`src/rtl/juego_pkg.sv`:
```
// Shared encodings and helpers for the game sequencer
// and the display path.
package juego_pkg;

    localparam int CLK_HZ = 27_000_000;

    typedef enum logic [2:0] {
        OFF  = 3'd0,
        WLCM = 3'd1,
        CH   = 3'd2,
        GAME = 3'd3,
        WL   = 3'd4,
        PA   = 3'd5
    } estado_t;

    typedef enum logic [2:0] {
        M_NONE   = 3'd0,
        M_HOLA   = 3'd1,
        M_ELIJA  = 3'd2,
        M_GANO   = 3'd3,
        M_PERDIO = 3'd4,
        M_PAUSA  = 3'd5
    } msg_t;

    function automatic logic [11:0] bcd_inc(input logic [11:0] v);
        logic [11:0] r;
        r = v;
        if (r[3:0] != 4'd9) begin
            r[3:0] = r[3:0] + 4'd1;
        end else begin
            r[3:0] = 4'd0;
            if (r[7:4] != 4'd9) begin
                r[7:4] = r[7:4] + 4'd1;
            end else begin
                r[7:4] = 4'd0;
                r[11:8] = (r[11:8] == 4'd9) ? 4'd0 : r[11:8] + 4'd1;
            end
        end
        return r;
    endfunction

    function automatic msg_t msg_de(input estado_t s, input logic g);
        msg_t m;
        case (s)
            WLCM:    m = M_HOLA;
            CH:      m = M_ELIJA;
            PA:      m = M_PAUSA;
            WL:      m = g ? M_GANO : M_PERDIO;
            default: m = M_NONE;
        endcase
        return m;
    endfunction

endpackage

```
`src/rtl/detector_flanco.sv`:
```
// Two-flop synchroniser and registered rising-edge detector
// for one debounced board button.
module detector_flanco (
    input  logic clk,
    input  logic rst_n,
    input  logic btn,
    output logic evento
);

    logic s1;
    logic s2;
    logic prev;

    always_ff @(posedge clk or negedge rst_n) begin
        if (!rst_n) begin
            s1     <= 1'b0;
            s2     <= 1'b0;
            prev   <= 1'b0;
            evento <= 1'b0;
        end else begin
            s1     <= btn;
            s2     <= s1;
            prev   <= s2;
            evento <= s2 & ~prev;
        end
    end

endmodule

```
`src/rtl/control_juego.sv`:
```
// Game sequencer: screen state, hero choice, BCD score,
// win/lose result and menu message select.
module control_juego
    import juego_pkg::*;
#(
    parameter int WLCM_TICKS = 54_000_000,
    parameter int WL_TICKS   = 81_000_000,
    parameter int META       = 99,
    parameter int NUM_HEROES = 4
) (
    input  logic        clk,
    input  logic        rst_n,
    input  logic        btn_power,
    input  logic        btn_start,
    input  logic        btn_pausa,
    input  logic        btn_izq,
    input  logic        btn_der,
    input  logic        colision,
    input  logic        tick_obs,
    output logic [2:0]  presente,
    output logic [2:0]  heroe_sel,
    output logic [11:0] puntaje_bcd,
    output logic        gano,
    output logic        juego_activo,
    output logic [2:0]  menu_msg
);

    localparam int TMAX = (WLCM_TICKS > WL_TICKS) ? WLCM_TICKS : WL_TICKS;
    localparam int TW   = $clog2(TMAX + 1);

    estado_t       st;
    estado_t       sig;
    logic [TW-1:0] timer;
    logic [9:0]    cuenta;
    logic          gano_n;
    logic          suma;
    logic          limpia;
    logic          ev_pw, ev_st, ev_pa, ev_iz, ev_de;
    logic [2:0]    hero_mas;
    logic [2:0]    hero_menos;

    detector_flanco u_pw (.clk(clk), .rst_n(rst_n), .btn(btn_power), .evento(ev_pw));
    detector_flanco u_st (.clk(clk), .rst_n(rst_n), .btn(btn_start), .evento(ev_st));
    detector_flanco u_pa (.clk(clk), .rst_n(rst_n), .btn(btn_pausa), .evento(ev_pa));
    detector_flanco u_iz (.clk(clk), .rst_n(rst_n), .btn(btn_izq),   .evento(ev_iz));
    detector_flanco u_de (.clk(clk), .rst_n(rst_n), .btn(btn_der),   .evento(ev_de));

    assign presente   = st;
    assign hero_mas   = (heroe_sel == 3'(NUM_HEROES - 1)) ? 3'd0 : heroe_sel + 3'd1;
    assign hero_menos = (heroe_sel == 3'd0) ? 3'(NUM_HEROES - 1) : heroe_sel - 3'd1;

    always_comb begin
        sig    = st;
        gano_n = gano;
        suma   = 1'b0;
        limpia = 1'b0;
        if (ev_pw) begin
            sig = (st == OFF) ? WLCM : OFF;
        end else begin
            case (st)
                WLCM: if (ev_st || timer == TW'(WLCM_TICKS - 1)) sig = CH;
                CH: if (ev_st) begin
                    sig    = GAME;
                    limpia = 1'b1;
                    gano_n = 1'b0;
                end
                GAME: if (colision) begin
                    sig    = WL;
                    gano_n = 1'b0;
                end else begin
                    suma = tick_obs;
                    // reaching the goal wins in the same edge that stores it
                    if (tick_obs && cuenta == 10'(META - 1)) begin
                        sig    = WL;
                        gano_n = 1'b1;
                    end else if (ev_pa) begin
                        sig = PA;
                    end
                end
                PA: if (ev_pa) sig = GAME;
                WL: begin
                    if (ev_st) sig = CH;
                    else if (timer == TW'(WL_TICKS - 1)) sig = WLCM;
                end
                default: sig = st;
            endcase
        end
    end

    always_ff @(posedge clk or negedge rst_n) begin
        if (!rst_n) begin
            st           <= OFF;
            timer        <= '0;
            cuenta       <= '0;
            puntaje_bcd  <= '0;
            gano         <= 1'b0;
            heroe_sel    <= '0;
            juego_activo <= 1'b0;
            menu_msg     <= 3'd0;
        end else begin
            st           <= sig;
            gano         <= gano_n;
            juego_activo <= (sig == GAME);
            menu_msg     <= msg_de(sig, gano_n);
            if (sig != st)
                timer <= '0;
            else if (st == WLCM || st == WL)
                timer <= timer + 1'b1;
            if (limpia) begin
                cuenta      <= '0;
                puntaje_bcd <= '0;
            end else if (suma) begin
                cuenta      <= cuenta + 10'd1;
                puntaje_bcd <= bcd_inc(puntaje_bcd);
            end
            if (!ev_pw && st == CH && (ev_iz ^ ev_de))
                heroe_sel <= ev_de ? hero_mas : hero_menos;
        end
    end

endmodule

```
`config.mk`:
```
export PLATFORM = sky130hd
export DESIGN_NAME = control_juego
export DESIGN_NICKNAME = d
export VERILOG_FILES = /design/src/rtl/juego_pkg.sv /design/src/rtl/detector_flanco.sv /design/src/rtl/control_juego.sv
export SDC_FILE = /design/constraint.sdc
export NUM_CORES = 1
export LEC_CHECK = 0
export CORE_MARGIN = 4
export CORE_UTILIZATION = 52
export CTS_CLUSTER_SIZE = 8
export DETAILED_ROUTE_END_ITERATION = 8
export PLACE_DENSITY_LB_ADDON = 0.05
export SLEW_MARGIN = 20
export SYNTH_ARGS = -nofsm -noshare
export SYNTH_HDL_FRONTEND = slang
export SYNTH_HIERARCHICAL = 1
export SYNTH_SLANG_ARGS = --single-unit
```
`constraint.sdc`:
```
create_clock -name clk -period 3.19 [get_ports clk]
set_input_delay 0.638 -clock clk [delete_from_list [all_inputs] [get_ports clk]]
set_output_delay 0.638 -clock clk [all_outputs]
set_load 0.005 [all_outputs]
```
==> key figures, run 1 <==
Synthesis
  • Syn_nets: 432
  • Yosys warning count: 6
  • Netlist cell types: 53
  • Most frequent cell after synthesis: dfrtp_1
  • Top cells by area, synth: dfrtp_1 50%, nor2_1 6.4%, xnor2_1 5.2%
  • Mean Syn Cell Area: 9.830 um2
  • Area share of the largest cell type after synthesis: 49.67%
  • Syn Std Cell Area: 4030 um2
  • Cell taking the most area after synthesis: dfrtp_1
  • Synth cell count leaders: 80 x dfrtp_1, 69 x nor2_1, 28 x nand2_1
  • Main synth FF type: dfrtp_1
  • Post-Syn Instances: 410
  • Synth Register Bits: 80
  • Register area share after synthesis: 49.67%
  • Asr flop ratio synth: 100.0%
  • Post-synth EDFFs: 0

Clock tree
  • Cts hold-fix bufs: 0
  • H-tree levels: 3
  • CTS Buf Count: 9
  • Clock Tree Buf Depth: 2
  • Post-CTS setup buffer count: 0
  • CTS sink cnt: 80
  • CTS tree: yes
  • CTS clk-pin slew, worst paths: 0.09 ns
  • Clk_lat worst skew: 0.36 ns
  • Clock Tree Root: clkbuf_8
  • Resize count post-CTS: 0

Detailed routing
  • Average wire per standard cell: 13.97 um
  • Residual DRC: 0
  • WL met3: 296 um
  • Post-route ant nets: 0
  • Top Metal Used: met4
  • Vias: 2966
  • DRT Pass-1 Iters: 5
  • WL met1: 3822 um
  • Initial DRC count: 184
  • WL final: 7668 um
  • Met2 WL: 3434 um
  • Routed vias/inst: 5.403

Global routing
  • Largest net degree at the start of global routing: 81
  • First-pass GRT wire length: 13380 um
  • GRT Total Usage: 18.85%
  • Initial antenna violation count: 0
  • Grt ovf: 0
  • Vias in the first global route: 2855

Critical path
  • Sum of buffers and inverters on the critical path: 1
  • Crit-path cells: clkdlybuf4s50_1, nand4bb_1, a41oi_1, a221oi_1, o21a_1, o311ai_4, nor2_1
  • Crit Path Class: input pin to flip-flop
  • Max FO, Critical Path: 27
  • Startpoint type of the worst setup path: input pin
  • Crit path DAT: 3.04 ns
  • CP delay by family, top: compound AO/OA/AOI/OAI gates
  • Slowest cell on the critical path: o311ai_4
  • CP Capture Type: flip-flop
  • Critical path data required time: 3.38 ns
  • Crit-path max cell delay: 0.88 ns

Power
  • Pleak: 1.950 nW
  • Pwr Density: 614.0 nW/um2
  • Worst IR drop on VDD: 0.3640 mV

Placed design
  • Port buffer count: 31
  • HPWL Detailed: 5331 um
  • Gpl congestion: 0.8266
  • Area after DPL: 4439 um2
  • Setup WS pre-CTS: -0.04081 ns

Outcome
  • Status: finished, final reports clean

Timing
  • Final-report setup violation count: 0
  • Tmin final: 2.847 ns
  • RSZ-0062 raised after global routing: no
  • Final count of hold timing violations: 0
  • Worst Skew: 0.01207 ns
  • Worst Setup Slack, final: 0.3428 ns
  • Final period utilization: 89.25%
  • Slew headroom: 27.28%
  • Max Freq: 0.3512 GHz
  • Setup TNS: 0 ns
  • Slew Limit Fails: 0
  • Worst slew pin tran: 1.088 ns

Die
  • Starting density of the core: 54.40%
  • Die Span Y: 96.04 um
  • I/O pin total: 32
  • Row cnt: 31
  • Core Area: 7408 um2
  • DIE WIDTH: 96.04 um
  • Die area: 9223 um2

Layout
  • Nets: 467
  • Fillcell total: 621
  • Share of layout cells above drive strength 1: 8.222%
  • Area of the multi-input gates: 1897 um2
  • Util after Layout: 63.27%
  • Register Area: 2002 um2
  • ANT cells: 0
  • P&R area growth vs syn: 16.30%
  • Final Cell Area: 4687 um2

Flow run
  • Max Cap Violations: 0

Worst hold path
  • Hold/Removal Path Class: input pin to async pin
-- sequential cells by signal (all words and copies together) (netlist names), 3 cells and up --
name and cells:
timer 27, menu_msg 3, presente 3, cuenta 10
heroe_sel 3, puntaje_bcd 12
-- through the flow --
step                std cells  hold slack (ns)  total power [mW]
finish                    549           0.1799             2.878
global route              549           0.1988             3.083
CTS                       548           0.3539             2.909
detailed placement        532           0.3347             2.078
global placement          532           0.3325             2.060
floorplan                 410           0.3312             1.804
-- kinds of logic after synthesis --
| family | after synthesis | synth area share [%] |
|---|---|---|
| fa+ha+maj | 13 | 4.036 |
| compound gates | 54 | 8.693 |
| mux | 2 | 0.4968 |
| simple gates | 194 | 26.23 |
| buf+inv | 32 | 3.259 |
| xor+xnor | 35 | 7.606 |
| flops | 80 | 49.67 |
-- report_power, final --
part           internal [mW]  switching (mW)
clock                  0.445           0.375
combinational          0.361           0.480
sequential              1.11           0.111
total                   1.91           0.965
-- cell type report --
| class | count | area share, % |
|---|---|---|
| clock inverter | 6 | 1.975 |
| inverter | 19 | 1.522 |
| timing repair buffer | 37 | 7.955 |
| clock buffer | 10 | 2.723 |
| sequential | 80 | 42.71 |
| multi-input combinational | 298 | 40.47 |
| tap | 99 | 2.643 |
-- final timing paths --
| check | start | endpoint | slack (ns) | cells after the start |
|---|---|---|---|---|
| max | colision | timer[3]$_DFFE_PN0P_ | 0.34 | 7 |
| min | rst_n | puntaje_bcd[3]$_DFFE_PN0P_ | 0.18 | 1 |
| max reg2reg | timer[22]$_DFFE_PN0P_ | timer[3]$_DFFE_PN0P_ | 0.38 | 6 |
| min reg2reg | u_pa/s1$_DFF_PN0_ | u_pa/s2$_DFF_PN0_ | 0.35 | 0 |
| max in group asynchronous | rst_n | timer[26]$_DFFE_PN0P_ | 2.41 | 2 |
| min in group clk | u_pa/s1$_DFF_PN0_ | u_pa/s2$_DFF_PN0_ | 0.35 | 0 |
-- metal layers --
layer / up-vias / track usage [%]
met4: 0 / 6.991
met5: - / 0
li1: 1466 / -
met2: 46 / 28.52
met3: 12 / 4.691
met1: 1442 / 26.20
-- cell usage in the layout, fill, tap and decap left out, drive strengths merged, types with 2 or more instances in the layout --
cell type,n
dfrtp,80
nor2,69
clkdlybuf4s50,30
nand2,28
xnor2,24
a21oi,20
inv,20
nor3,18
nand3,17
o21ai,14
ha,13
nand4,11
xor2,11
nor2b,11
clkbuf,10
nor4,8
buf,7
and2,6
o21a,5
or3,5
nand2b,4
and3,3
or4,3
o31ai,2
a211oi,2
nand3b,2
a31oi,2
or2,2
and4,2
mux2i,2
bufinv,2
clkinvlp,2
or4b,2
Note: power is estimated with default switching activity, not from simulation.
==> run 2, diff against run 1 <==
SETUP_SLACK_MARGIN = 0.05   (was not set)
==> results of run 2 <==
No change in the layout: final DEF, timing and power equal those of run 1.
